[config.mk]
export PLATFORM = sky130hd
export DESIGN_NAME = seq_ctrl_unit
export DESIGN_NICKNAME = d
export VERILOG_FILES = /design/src/rtl/seq_ctrl_pkg.sv /design/src/rtl/seq_ctrl_unit_ring.sv /design/src/rtl/seq_ctrl_unit.sv
export SDC_FILE = /design/constraint.sdc
export NUM_CORES = 1
export LEC_CHECK = 0
export ABC_AREA = 0
export CORE_UTILIZATION = 36
export CTS_CLUSTER_DIAMETER = 200
export CTS_CLUSTER_SIZE = 16
export DETAILED_ROUTE_END_ITERATION = 10
export PLACE_DENSITY = 0.69
export SLEW_MARGIN = 20
export SYNTH_ARGS = -nofsm -noshare
export SYNTH_HDL_FRONTEND = slang
export SYNTH_SLANG_ARGS = --single-unit
[constraint.sdc]
create_clock -name clk -period 3.34 [get_ports clk]
set_clock_uncertainty 0.15 [all_clocks]
set_input_delay 0.501 -clock clk [delete_from_list [all_inputs] [get_ports clk]]
set_output_delay 0.501 -clock clk [all_outputs]
set_load 0.1 [all_outputs]
[src/rtl/seq_ctrl_pkg.sv]
// seq_ctrl_pkg: opcodes, ALU select codes, control-strobe bit map and RUN
// encoding shared by the sequencer control unit and its step ring.
package seq_ctrl_pkg;

    localparam logic [1:0] RUN = 2'b11;

    typedef enum logic [3:0] {
        OP_NOP  = 4'h0, OP_ADD = 4'h1, OP_SUB = 4'h2, OP_INC = 4'h3,
        OP_DEC  = 4'h4, OP_JPNZ = 4'h5, OP_AND = 4'h6, OP_OR  = 4'h7,
        OP_NOT  = 4'h8, OP_SHL = 4'h9, OP_CLR = 4'hA, OP_MVR = 4'hB,
        OP_JMP  = 4'hC, OP_JPZ = 4'hD, OP_LAD = 4'hE, OP_STO = 4'hF
    } opcode_t;

    localparam int CTRL_W = 21;
    localparam int READ   = 0,  WRITE  = 1,  ARLOAD = 2,  ARINC  = 3,
                   PCINC  = 4,  PCLOAD = 5,  DRLOAD = 6,  TRLOAD = 7,
                   IRLOAD = 8,  R1LOAD = 9,  R0LOAD = 10, XLOAD  = 11,
                   ZLOAD  = 12, PCBUS  = 13, DRHBUS = 14, DRLBUS = 15,
                   TRBUS  = 16, R1BUS  = 17, R0BUS  = 18, MEMBUS = 19,
                   BUSMEM = 20;

    typedef logic [CTRL_W-1:0] ctrl_t;

    // Register load / increment strobes (ARLOAD..ZLOAD) suppressed during a memory stall
    localparam ctrl_t LOAD_MASK = 21'h01FFC;

    localparam logic [3:0] ALU_CLR  = 4'b0000, ALU_ADD = 4'b0001, ALU_SUB = 4'b0010,
                           ALU_INC  = 4'b0011, ALU_DEC = 4'b0100, ALU_AND = 4'b0101,
                           ALU_OR   = 4'b0110, ALU_NOT = 4'b0111, ALU_SHL = 4'b1001,
                           ALU_PASS = 4'b1010;

    function automatic logic [3:0] alus_of(input opcode_t op);
        case (op)
            OP_ADD:  return ALU_ADD;
            OP_SUB:  return ALU_SUB;
            OP_INC:  return ALU_INC;
            OP_DEC:  return ALU_DEC;
            OP_AND:  return ALU_AND;
            OP_OR:   return ALU_OR;
            OP_NOT:  return ALU_NOT;
            OP_SHL:  return ALU_SHL;
            OP_CLR:  return ALU_CLR;
            default: return ALU_PASS;
        endcase
    endfunction

endpackage

[src/rtl/seq_ctrl_unit_ring.sv]
// seq_step_ring: one-hot timing-step ring; restart wins over advance, and
// with neither asserted the current step is held.
module seq_step_ring #(
    parameter int NSTEP = 8
) (
    input  logic             clk,
    input  logic             reset,
    input  logic             advance,
    input  logic             restart,
    output logic [NSTEP-1:0] step
);

    localparam logic [NSTEP-1:0] T0 = {{(NSTEP-1){1'b0}}, 1'b1};

    always_ff @(posedge clk or negedge reset) begin
        if (!reset) begin
            step <= T0;
        end else if (restart) begin
            step <= T0;
        end else if (advance) begin
            step <= {step[NSTEP-2:0], step[NSTEP-1]};
        end
    end

endmodule

[src/rtl/seq_ctrl_unit.sv]
// seq_ctrl_unit: hardwired instruction sequencer producing datapath strobes per step.
// Define SEQ_CTRL_WAIT_EN to stall memory steps until mem_rdy; otherwise memory is zero-wait.
module seq_ctrl_unit
    import seq_ctrl_pkg::*;
#(
    parameter int NSTEP = 8,
    parameter int IR_W  = 8
) (
    input  logic              clk,
    input  logic              reset,
    input  logic [IR_W-1:0]   din,
    input  logic [1:0]        cpustate,
    input  logic              z,
    input  logic              mem_rdy,
    output logic [CTRL_W-1:0] ctrl,
    output logic [3:0]        alus,
    output logic [NSTEP-1:0]  step,
    output logic              clr,
    output logic              illegal,
    output logic              wdog
);

    opcode_t opcode_q;
    logic    taken_q;
    logic    illegal_q;
    logic    running;
    logic    stall;
    logic    advance;
    logic    restart;
    logic    taken_d;
    ctrl_t   dec;
    logic    dec_clr;

    assign running = reset && (cpustate == RUN);
    assign advance = running && !stall;
    assign restart = !running || clr;
    assign taken_d = (opcode_q == OP_JMP) || ((opcode_q == OP_JPZ) && z) ||
                     ((opcode_q == OP_JPNZ) && !z);

`ifdef SEQ_CTRL_WAIT_EN
    assign stall = running && (dec[READ] || dec[WRITE]) && !mem_rdy;
`else
    logic unused_mem_rdy;
    assign unused_mem_rdy = mem_rdy;
    assign stall = 1'b0;
`endif

    seq_step_ring #(.NSTEP(NSTEP)) u_ring (
        .clk     (clk),
        .reset   (reset),
        .advance (advance),
        .restart (restart),
        .step    (step)
    );

    // A nonzero modifier demotes the instruction to NOP and flags it for T3
    always_ff @(posedge clk or negedge reset) begin
        if (!reset) begin
            opcode_q  <= OP_NOP;
            alus      <= ALU_CLR;
            taken_q   <= 1'b0;
            illegal_q <= 1'b0;
        end else if (advance) begin
            if (step[2]) begin
                if (|din[IR_W-5:0]) begin
                    opcode_q  <= OP_NOP;
                    illegal_q <= 1'b1;
                    alus      <= alus_of(OP_NOP);
                end else begin
                    opcode_q  <= opcode_t'(din[IR_W-1:IR_W-4]);
                    illegal_q <= 1'b0;
                    alus      <= alus_of(opcode_t'(din[IR_W-1:IR_W-4]));
                end
            end
            if (step[3]) begin
                taken_q <= taken_d;
            end
        end
    end

    always_comb begin
        dec     = '0;
        dec_clr = 1'b0;
        if (step[0]) begin
            dec[PCBUS] = 1'b1; dec[ARLOAD] = 1'b1;
        end else if (step[1]) begin
            dec[READ] = 1'b1; dec[MEMBUS] = 1'b1; dec[DRLOAD] = 1'b1; dec[PCINC] = 1'b1;
        end else if (step[2]) begin
            dec[PCBUS] = 1'b1; dec[ARLOAD] = 1'b1; dec[IRLOAD] = 1'b1;
        end else if (illegal_q) begin
            dec_clr = step[3];
        end else begin
            case (opcode_q)
                OP_NOP: dec_clr = step[3];
                OP_CLR: if (step[3]) begin
                    dec[R0LOAD] = 1'b1; dec[ZLOAD] = 1'b1; dec_clr = 1'b1;
                end
                OP_MVR: if (step[3]) begin
                    dec[R0BUS] = 1'b1; dec[R1LOAD] = 1'b1; dec_clr = 1'b1;
                end
                // DRHBUS and TRBUS together drive one address: high byte from DR, low from TR
                OP_JMP, OP_JPZ, OP_JPNZ: begin
                    if (step[3]) begin
                        dec[READ] = 1'b1; dec[MEMBUS] = 1'b1; dec[TRLOAD] = 1'b1;
                        dec[ARINC] = 1'b1; dec[PCINC] = 1'b1;
                    end else if (step[4] && taken_q) begin
                        dec[READ] = 1'b1; dec[MEMBUS] = 1'b1; dec[DRLOAD] = 1'b1;
                    end else if (step[4]) begin
                        dec[PCINC] = 1'b1; dec_clr = 1'b1;
                    end else if (step[5] && taken_q) begin
                        dec[DRHBUS] = 1'b1; dec[TRBUS] = 1'b1; dec[PCLOAD] = 1'b1;
                        dec_clr = 1'b1;
                    end
                end
                OP_LAD, OP_STO: begin
                    if (step[3]) begin
                        dec[READ] = 1'b1; dec[MEMBUS] = 1'b1; dec[TRLOAD] = 1'b1;
                        dec[ARINC] = 1'b1; dec[PCINC] = 1'b1;
                    end else if (step[4]) begin
                        dec[TRBUS] = 1'b1; dec[ARLOAD] = 1'b1;
                    end else if (step[5] && opcode_q == OP_LAD) begin
                        dec[READ] = 1'b1; dec[MEMBUS] = 1'b1; dec[DRLOAD] = 1'b1;
                    end else if (step[5]) begin
                        dec[WRITE] = 1'b1; dec[BUSMEM] = 1'b1; dec[R0BUS] = 1'b1;
                    end else if (step[6] && opcode_q == OP_LAD) begin
                        dec[DRLBUS] = 1'b1; dec[R0LOAD] = 1'b1;
                    end else if (step[7]) begin
                        dec[PCINC] = 1'b1; dec_clr = 1'b1;
                    end
                end
                default: begin
                    if (step[3]) begin
                        dec[R1BUS] = 1'b1; dec[XLOAD] = 1'b1;
                    end else if (step[4]) begin
                        dec[R0LOAD] = 1'b1; dec[ZLOAD] = 1'b1; dec_clr = 1'b1;
                    end
                end
            endcase
        end
    end

    // Watchdog takes precedence; a stall keeps bus/memory strobes but drops loads and clr
    always_comb begin
        ctrl    = '0;
        clr     = 1'b0;
        illegal = 1'b0;
        wdog    = 1'b0;
        if (running) begin
            if (step[NSTEP-1] && !dec_clr) begin
                clr  = 1'b1;
                wdog = 1'b1;
            end else if (stall) begin
                ctrl = dec & ~LOAD_MASK;
            end else begin
                ctrl    = dec;
                clr     = dec_clr;
                illegal = illegal_q && step[3];
            end
        end
    end

endmodule
-- Word level (Yosys, flattened, before mapping)
Memories as Yosys holds them, arrays and structs flattened.
Index checks and enable logic that the tools add are counted.
W data, S select, Z words.
- multiplexer cells: 112
- reductions and logical operators: 26
- equal/unequal tests: 8
- operators with widths (kind ; number):
    $mux W1 ; 61
    $mux W2 ; 25
    $mux W21 ; 2
    $eq A4 B4 Y1 const B ; 6
    $mux W8 ; 3
    $mux W7 ; 3
    $mux W4 ; 4
    $mux W12 ; 1
    $mux W10 ; 1
    $pmux W1 S2 ; 5
    $logic_and A1 B1 Y1 ; 9
    $pmux W2 S2 ; 2
    $reduce_or A8 Y1 ; 1
    $reduce_or A7 Y1 ; 1
    $mux W3 ; 2
    $mux W5 ; 1
    $reduce_or A5 Y1 ; 1
    $eq A4 B3 Y1 const B ; 1
    $logic_not A4 Y1 ; 1
    $pmux W1 S4 ; 1
    $reduce_and A2 Y1 ; 2
    $reduce_or A2 Y1 ; 2
    $reduce_or A4 Y1 ; 1
    $logic_not A1 Y1 ; 3
    5 further kinds ; 7
- memory bits (read-only): 64
- input port bits: 14
- output and inout bits: 36
- memories kept: 1
- register bits after elaboration: 18
- memories (name ; words ; width ; rd ports ; clocked after Yosys merged registers in ; wr ports ; RTL line ; text):
    (name not given) ; 16 ; 4 ; 1 ; 0 ; 0 ; seq_ctrl_pkg.sv:33 ; case (op)

-- Longest topological paths before layout
Gate-level depths: netlist (run 1).
- depth after elaboration: 23
- mapped depth: 8
- depth with buffers taken out: 6

-- Cells and area by module
A second synthesis (run 1) with hierarchy kept.
- cells, all modules: 183
- area total of the unflattened synthesis: 1510.2 sq um
- modules (own cells, without submodules) (module ; area each (sq um) ; instances ; cells an instance ; sequential area each (sq um)):
    seq_ctrl_unit ; 1179.9 ; 1 ; 157 ; 250.2
    seq_step_ring ; 330.3 ; 1 ; 26 ; 201.4

-- Worst setup path after synthesis (run 1)
OpenSTA, ideal clock, no wires.
- path type: register to output
- from: reg u_ring.step[2]
- to: out ctrl[18]
- data arrival time: 5533 ps
- path slack: -2844 ps
- stages on the path, launching flop included: 8
- cell sequence: dfrtp_1 -> buf_12 -> nor3_1 -> nand2_1 -> nor2_1 -> nand2_1 -> nor4b_1 -> or2_2
- longest elaborated chain between the ends: 7
- elaborated cells on any way between the ends: 10
- classes of those cells: mux: 8; reduce/logical: 2
- RTL lines (element ; RTL line ; text):
    from (decl) ; seq_ctrl_unit_ring.sv:10 ; output logic [NSTEP-1:0] step
    from (signal assigned) ; seq_ctrl_unit_ring.sv:21 ; step <= {step[NSTEP-2:0], step[NSTEP-1]};
    $mux W1 ; seq_ctrl_unit.sv:88 ; end else if (step[2]) begin
    $mux W1 ; seq_ctrl_unit.sv:86 ; end else if (step[1]) begin
    $mux W1 ; seq_ctrl_unit.sv:84 ; if (step[0]) begin
    $logic_not A1 Y1 ; seq_ctrl_unit.sv:149 ; if (step[NSTEP-1] && !dec_clr) begin
    $logic_and A1 B1 Y1 ; seq_ctrl_unit.sv:149 ;
    $mux W21 (*) ; seq_ctrl_unit.sv:149 ;
    $mux W21 (*) ; seq_ctrl_unit.sv:148 ; if (running) begin
    to (decl) ; seq_ctrl_unit.sv:15 ; output logic [CTRL_W-1:0] ctrl,
Mark *: on every way between the ends. The rest lies on a longest branch, timed or not.

-- Worst setup path after layout (run 1)
- from: reg opcode_q[1]
- to: out ctrl[0]
- longest elaborated chain between the ends: 18
- elaborated cells on any way between the ends: 41
- classes of those cells: eq/ne: 7; mux: 26; reduce/logical: 8
- RTL lines (element ; RTL line ; text):
    from (decl) ; seq_ctrl_unit.sv:23 ; opcode_t opcode_q;
    from (signal assigned) ; seq_ctrl_unit.sv:70 ; opcode_q <= opcode_t'(din[IR_W-1:IR_W-4]);
    $eq A4 B4 Y1 ; seq_ctrl_unit.sv:93, seq_ctrl_unit.sv:121, seq_ctrl_unit.sv:125 ;
    $logic_and A1 B1 Y1 ; seq_ctrl_unit.sv:121 ; end else if (step[5] && opcode_q == OP_LAD) begin
    $mux W1 ; seq_ctrl_unit.sv:121 ;
    $mux W2 ; seq_ctrl_unit.sv:119 ; end else if (step[4]) begin
    $mux W2 ; seq_ctrl_unit.sv:116 ; if (step[3]) begin
    $mux W2 ; seq_ctrl_unit.sv:93 ; case (opcode_q)
    $mux W2 ; seq_ctrl_unit.sv:90 ; end else if (illegal_q) begin
    $mux W2 ; seq_ctrl_unit.sv:88 ;
    [2 not listed] ; - ;
    $mux W1 ; seq_ctrl_unit.sv:116 ;
    $pmux W1 S2 ; seq_ctrl_unit.sv:93 ;
    $mux W8 ; seq_ctrl_unit.sv:90 ;
    $mux W2 ; seq_ctrl_unit.sv:88 ;
    $mux W1 ; seq_ctrl_unit.sv:86 ;
    $mux W2 ; seq_ctrl_unit.sv:84 ;
    $mux W21 (*) ; seq_ctrl_unit.sv:149 ;
    $mux W21 (*) ; seq_ctrl_unit.sv:148 ;
Mark *: on every way between the ends. The rest lies on a longest branch, timed or not. The select of a mux whose other input is x is not followed.

==> flow_summary.toml, run 1 <==
[cts]
cts_resized = 0
holdBufCountCts = 0
clk_pin_slew_ns = 0.06
cts-htree-levels = 1
cts_buffers = 3
root_buffer = "clkbuf_8"
clk_latency_ns = 0.26
post_cts_buffers = 0
cts_max_path_buffers = 2
cts_sinks = 18
cts_tree = "built"

[placement]
dp_cells = 257
gp_congestion = 0.815
port_buffers = 48
place_hpwl_mm = 3.20
placed_area_um2 = 2310

[grt]
grt_overflow = 0
track_usage = 0.197
use_met3 = 0.00685
grt_pass1_vias = 1350
grt_use_met1 = 0.267
gr-max-usage-layer = "met2"
antenna_found_initial = 0
met2_usage = 0.327
grt_max_degree = 19
grt_pass1_wl_mm = 6.70

[floorplanning]
fp.dieH_um = 66.6
dieArea_um2 = 4440
ios = 50
start_util = 0.376
num_rows = 23
core_um2 = 4000
die_w_um = 66.6

[finish]
layout.nets = 229
syn2layout_area_growth_pct = 56.9
final_cell_area_um2 = 2360
instances_no_fill = 261
layout-drive-gt1-share = 0.403
fillers = 340
final_util = 0.589
antenna_cells = 0

[timing]
final-max-slew-violation-count = 0
fmaxAchievable_mhz = 314
rsz0062_at_grt = "false"
slew-limit-headroom = 0.614
period_needed_ns = 3.19
period_share = 0.954
finalSetupViolations = 0
worstMarginPinSlew_ns = 0.577
fin_hold_ws_ns = 0.380
hold_viol_final = 0

[route]
route.detailed.drc = 0
routed_wl_mm = 3.97
wl_per_cell_um = 15.2
viasPerCell = 5.48
drtIter0Drc = 56
drtAntennaViolNets = 0
drt_first_pass_iters = 4
vias = 1429

[worst_setup_path]
cp_data_arrival_time_ns = 2.54
crit_path_max_fanout = 10
end_kind = "primary output"
worstSetupPathType = "reg -> out"
start_kind = "register"
cp.required_ns = 2.69

[synthesis]
synth.avg_cell_area_um2 = 8.84
synthArstFlopShare = 1.00
synth_top_cell_by_area = "dfrtp_1"
synth-seq-cells = 18
netlist_area_um2 = 1500
synth_cell_types = 54
synth_area_leaders = "dfrtp_1, nor2_1, a2111oi_4, buf_4, nand2_1"
yosys_warnings = 0
netlist_instances = 170
ys_seq_area_frac = 0.301
synth_nets = 187
synth_top_area_frac = 0.283
synth-edff-count = 0
synth_flop_cell = "dfrtp_1"

[min_path]
worstHoldPathType = "reg -> reg"

[run_status]
outcome = "completed"

[pwr]
irDropWorstVdd_v = 0.000242
power_leakage_nw = 0.964
powerDensity_nw_per_um2 = 206

[run]
drv_cap = 0
critical path: stages (launching register included):
cell	delay, ns
dfrtp_2	0.47
nand3_4	0.12
or4_4	0.55
a21oi_4	0.17
o21ai_2	0.11
o221a_4	0.35
nor3_4	0.28
buf_12	0.21
stage by stage:
step / power [mW] / worst slack [ns] / setup TNS (ns)
3_5_place_dp: 0.333 / 0.205 / 0
6_report: 0.486 / 0.154 / 0
3_3_place_gp: 0.329 / 0.220 / 0
5_1_grt: 0.507 / 0.0314 / 0
4_1_cts: 0.486 / 0.0336 / 0
2_1_floorplan: 0.297 / -0.375 / -2.21
layout make-up:
| class | instances | area (um^2) | share of cell area |
|---|---|---|---|
| Tap cell | 50 | 62.6 | 0.0265 |
| Timing Repair Buffer | 54 | 736 | 0.312 |
| Clock buffer | 4 | 45.0 | 0.0191 |
| Sequential cell | 18 | 470 | 0.200 |
| Inverter | 6 | 22.5 | 0.00955 |
| Multi-Input combinational cell | 129 | 1020 | 0.433 |
final timing paths:
kind | from | to | slack (ns) | cells past startpoint
worst max-delay path | opcode_q[1] | ctrl[0] | 0.15 | 7
worst min-delay path | alus[2] | alus[2] | 0.38 | 1
worst max register to register | opcode_q[0] | u_ring.step[7] | 1.18 | 7
worst min register to register | alus[2] | alus[2] | 0.38 | 1
max in group asynchronous | reset | u_ring.step[0] | 2.34 | 2
min in group asynchronous | reset | u_ring.step[7] | 0.44 | 2
layer usage:
| layer | wire length, um | share of wire | vias to the layer above |
|---|---|---|---|
| met1 | 1750 | 0.44 | 676 |
| met2 | 1980 | 0.50 | 54 |
| met3 | 162 | 0.041 | 7 |
| met4 | 74 | 0.019 | 0 |
| li1 | - | - | 692 |
| met5 | 0 | 0 | - |
registers in the layout (all words and copies together) (netlist names):
signal       count
alus             4
illegal_q        1
opcode_q         4
taken_q          1
u_ring.step      8
Yosys cell counts, types with 2 or more instances:
library cell and n:
a2111oi_4 2, a21oi_1 10, a22o_1 6, a31oi_1 2, and2_1 5, and2b_1 2, and3_2 4, buf_2 3
buf_4 7, buf_6 4, clkbuf_1 2, dfrtp_1 17, ha_1 3, inv_1 6, mux2i_1 2, nand2_1 14
nand2b_1 6, nor2_1 17, nor2b_1 5, nor3_1 5, nor3_2 2, nor4_1 2, o2111ai_1 2, o21a_1 2
o21ai_0 7, o221ai_1 2, o22ai_1 2, or2_2 2, or4_1 2
where the power goes:
part	internal [mW]	switching [mW]	total (mW)
Combinational	0.0352	0.0622	0.0974
Sequential	0.223	0.00880	0.232
Clock	0.0849	0.0715	0.156
Total	0.343	0.142	0.486
cell usage in the layout (no fill, tap or decap), types with 3 or more instances in the layout:
master           instances
and3_2                   4
nor2_2                   3
nand2b_1                 6
nor3_4                   5
inv_1                    6
ha_1                     3
buf_12                  24
dfrtp_2                  3
clkdlybuf4s50_1         12
a21oi_1                  9
o21ai_0                  7
buf_4                   18
nor2b_1                  4
dfrtp_1                 10
nor2_1                  14
clkbuf_8                 3
a22o_1                   6
dfrtp_4                  4
and2_1                   5
nand2_1                 13
cell families (layout without fill, tap and decap cells):
group,count (synthesis),count (layout),share of synthesized area
multiplexers,2,2,0.0133
buffers and inverters,23,64,0.108
XOR/XNOR,1,1,0.00583
adder cells (fa/ha/maj),3,3,0.0250
flip-flops,18,18,0.301
AO/OA/AOI/OAI,46,46,0.255
AND/OR/NAND/NOR,77,77,0.292
No activity file was read; power rests on OpenSTA's default activity.
==> run 2: changes to the inputs <==
--- a/config.mk
+++ b/config.mk
@@ -5,12 +5,11 @@
 export SDC_FILE = /design/constraint.sdc
 export NUM_CORES = 1
 export LEC_CHECK = 0
-export ABC_AREA = 0
-export CORE_UTILIZATION = 36
+export CORE_UTILIZATION = 43
 export CTS_CLUSTER_DIAMETER = 200
 export CTS_CLUSTER_SIZE = 16
 export DETAILED_ROUTE_END_ITERATION = 10
-export PLACE_DENSITY = 0.69
+export PLACE_DENSITY = 0.8
 export SLEW_MARGIN = 20
 export SYNTH_ARGS = -nofsm -noshare
 export SYNTH_HDL_FRONTEND = slang
==> flow_summary.toml, run 2 (synthesis results as in run 1) <==
[run_status]
outcome = "completed"

[floorplanning]
fp.dieH_um = 61.1
num_rows = 21
die_w_um = 61.1
dieArea_um2 = 3740
start_util = 0.450
ios = 50
core_um2 = 3340

[timing]
hold_viol_final = 0
final-max-slew-violation-count = 0
tns_ns = 0
slew-limit-headroom = 0.569
rsz0062_at_grt = "false"
finalSetupViolations = 0
finalWorstSetupSlack_ns = 0.0982
worstMarginPinSlew_ns = 0.646
period_needed_ns = 3.24
fmaxAchievable_mhz = 308
period_share = 0.971

[pwr]
powerDensity_nw_per_um2 = 196
power_leakage_nw = 0.967
irDropWorstVdd_v = 0.000262

[finish]
antenna_cells = 0
syn2layout_area_growth_pct = 56.5
layout.nets = 230
layout-drive-gt1-share = 0.410
largest_registers = "u_ring.step (8), alus (4), opcode_q (4)"
largest_reg_flops = 8
regMostFlops = "u_ring.step"
most-common-layout-cells = "buf_12, buf_4, nor2_1"
final_common_cell = "buf_12"
instances_no_fill = 258

[route]
route.detailed.drc = 0
wl_per_cell_um = 15.7
vias = 1451
drtAntennaViolNets = 0
drtIter0Drc = 35
viasPerCell = 5.62
drt_first_pass_iters = 4
routed_wl_mm = 4.05

[placement]
place_hpwl_mm = 3.28
gp_congestion = 0.821
place_ws_ns = 0.169
dp_cells = 252
port_buffers = 48

[grt]
grt_overflow = 0
grt_pass1_wl_mm = 6.26
grt_max_degree = 19
grt_pass1_vias = 1313
antenna_found_initial = 0
track_usage = 0.229

[worst_setup_path]
start_kind = "register"
worstSetupPathType = "reg -> out"
worstReg2RegEnd = "u_ring.step[4]"
cp.required_ns = 2.69
end_kind = "primary output"
reg2regPathDepth = 7
reg2reg_slack_ns = 1.15
crit-reg2reg-launch = "opcode_q[1]"
crit_path_max_fanout = 7
cp_data_arrival_time_ns = 2.59

[min_path]
min_path_cells = 1
worstHoldStart = "alus[0]"
hold_end = "alus[0]"
worstHoldPathType = "reg -> reg"

[cts]
cts_buffers = 3
root_buffer = "clkbuf_4"
cts_tree = "built"
clk_latency_ns = 0.29
clk_pin_slew_ns = 0.10
cts_sinks = 18
holdBufCountCts = 0
cts_max_path_buffers = 2
cts-htree-levels = 1

[run]
drv_cap = 0
-- run 2: cell types whose count changed in the layout (fill, tap and decap cells not counted), sizes merged --
cell  delta
buf      +1
-- run 2: worst max-delay path by stage --
stage | endpoint | cells past startpoint | startpoint | slack, ns
3_5_place_dp | ctrl[19] | 7 | reset | 0.17
3_3_place_gp | ctrl[0] | 7 | reset | 0.23
5_1_grt | ctrl[19] | 7 | u_ring.step[5] | 0.002
2_1_floorplan | ctrl[18] | 4 | u_ring.step[3] | -0.37
4_1_cts | ctrl[19] | 7 | opcode_q[1] | 0.08
6_report | ctrl[19] | 7 | u_ring.step[5] | 0.1
-- run 2: report_power, final --
part | internal, mW | switching (mW) | total, mW
Combinational | 0.0352 | 0.0629 | 0.0981
Clock | 0.0664 | 0.0652 | 0.132
Sequential | 0.223 | 0.00864 | 0.231
-- run 2: stage by stage --
stage / util / hold WS (ns) / cell area (um^2) / power [mW]
3_5_place_dp: 0.689 / 0.343 / 2300 / 0.333
2_1_floorplan: - / 0.0554 / 1680 / 0.297
3_3_place_gp: 0.689 / 0.350 / 2300 / 0.329
5_1_grt: 0.705 / 0.387 / 2350 / 0.478
4_1_cts: 0.700 / 0.377 / 2340 / 0.461
6_report: 0.705 / 0.379 / 2350 / 0.461
-- run 2: area by class of cell --
type | count | area, um^2
Clock buffer | 4 | 36.3
Tap cell | 46 | 57.6
Sequential cell | 18 | 470
Timing Repair Buffer | 55 | 743
Multi-Input combinational cell | 129 | 1020
Inverter | 6 | 22.5
Fill cell | 242 | 986
-- run 2: worst max-delay path, stage by stage, from the launching register on --
cell and delay (ns):
dfrtp_2 0.47, nand2b_1 0.16, or4_4 0.51, a21oi_4 0.18
o21ai_2 0.12, o221a_4 0.35, nor3_4 0.29, buf_12 0.22
-- run 2: per-layer routing --
metal / vias to the layer above / wire (um) / global-route usage
met5: - / 0 / 0
met4: 0 / 44 / 0.0812
met3: 6 / 164 / 0.0231
met2: 55 / 2150 / 0.422
met1: 699 / 1690 / 0.275
li1: 691 / - / -
-- run 2: timing repair --
item                       CTS  global route
setup endpoints to repair    2             2
cloned                       0             0
pin swaps                    0             0
hold endpoints to repair     0             0
setup buffers                0             2
gates resized for setup      1             0
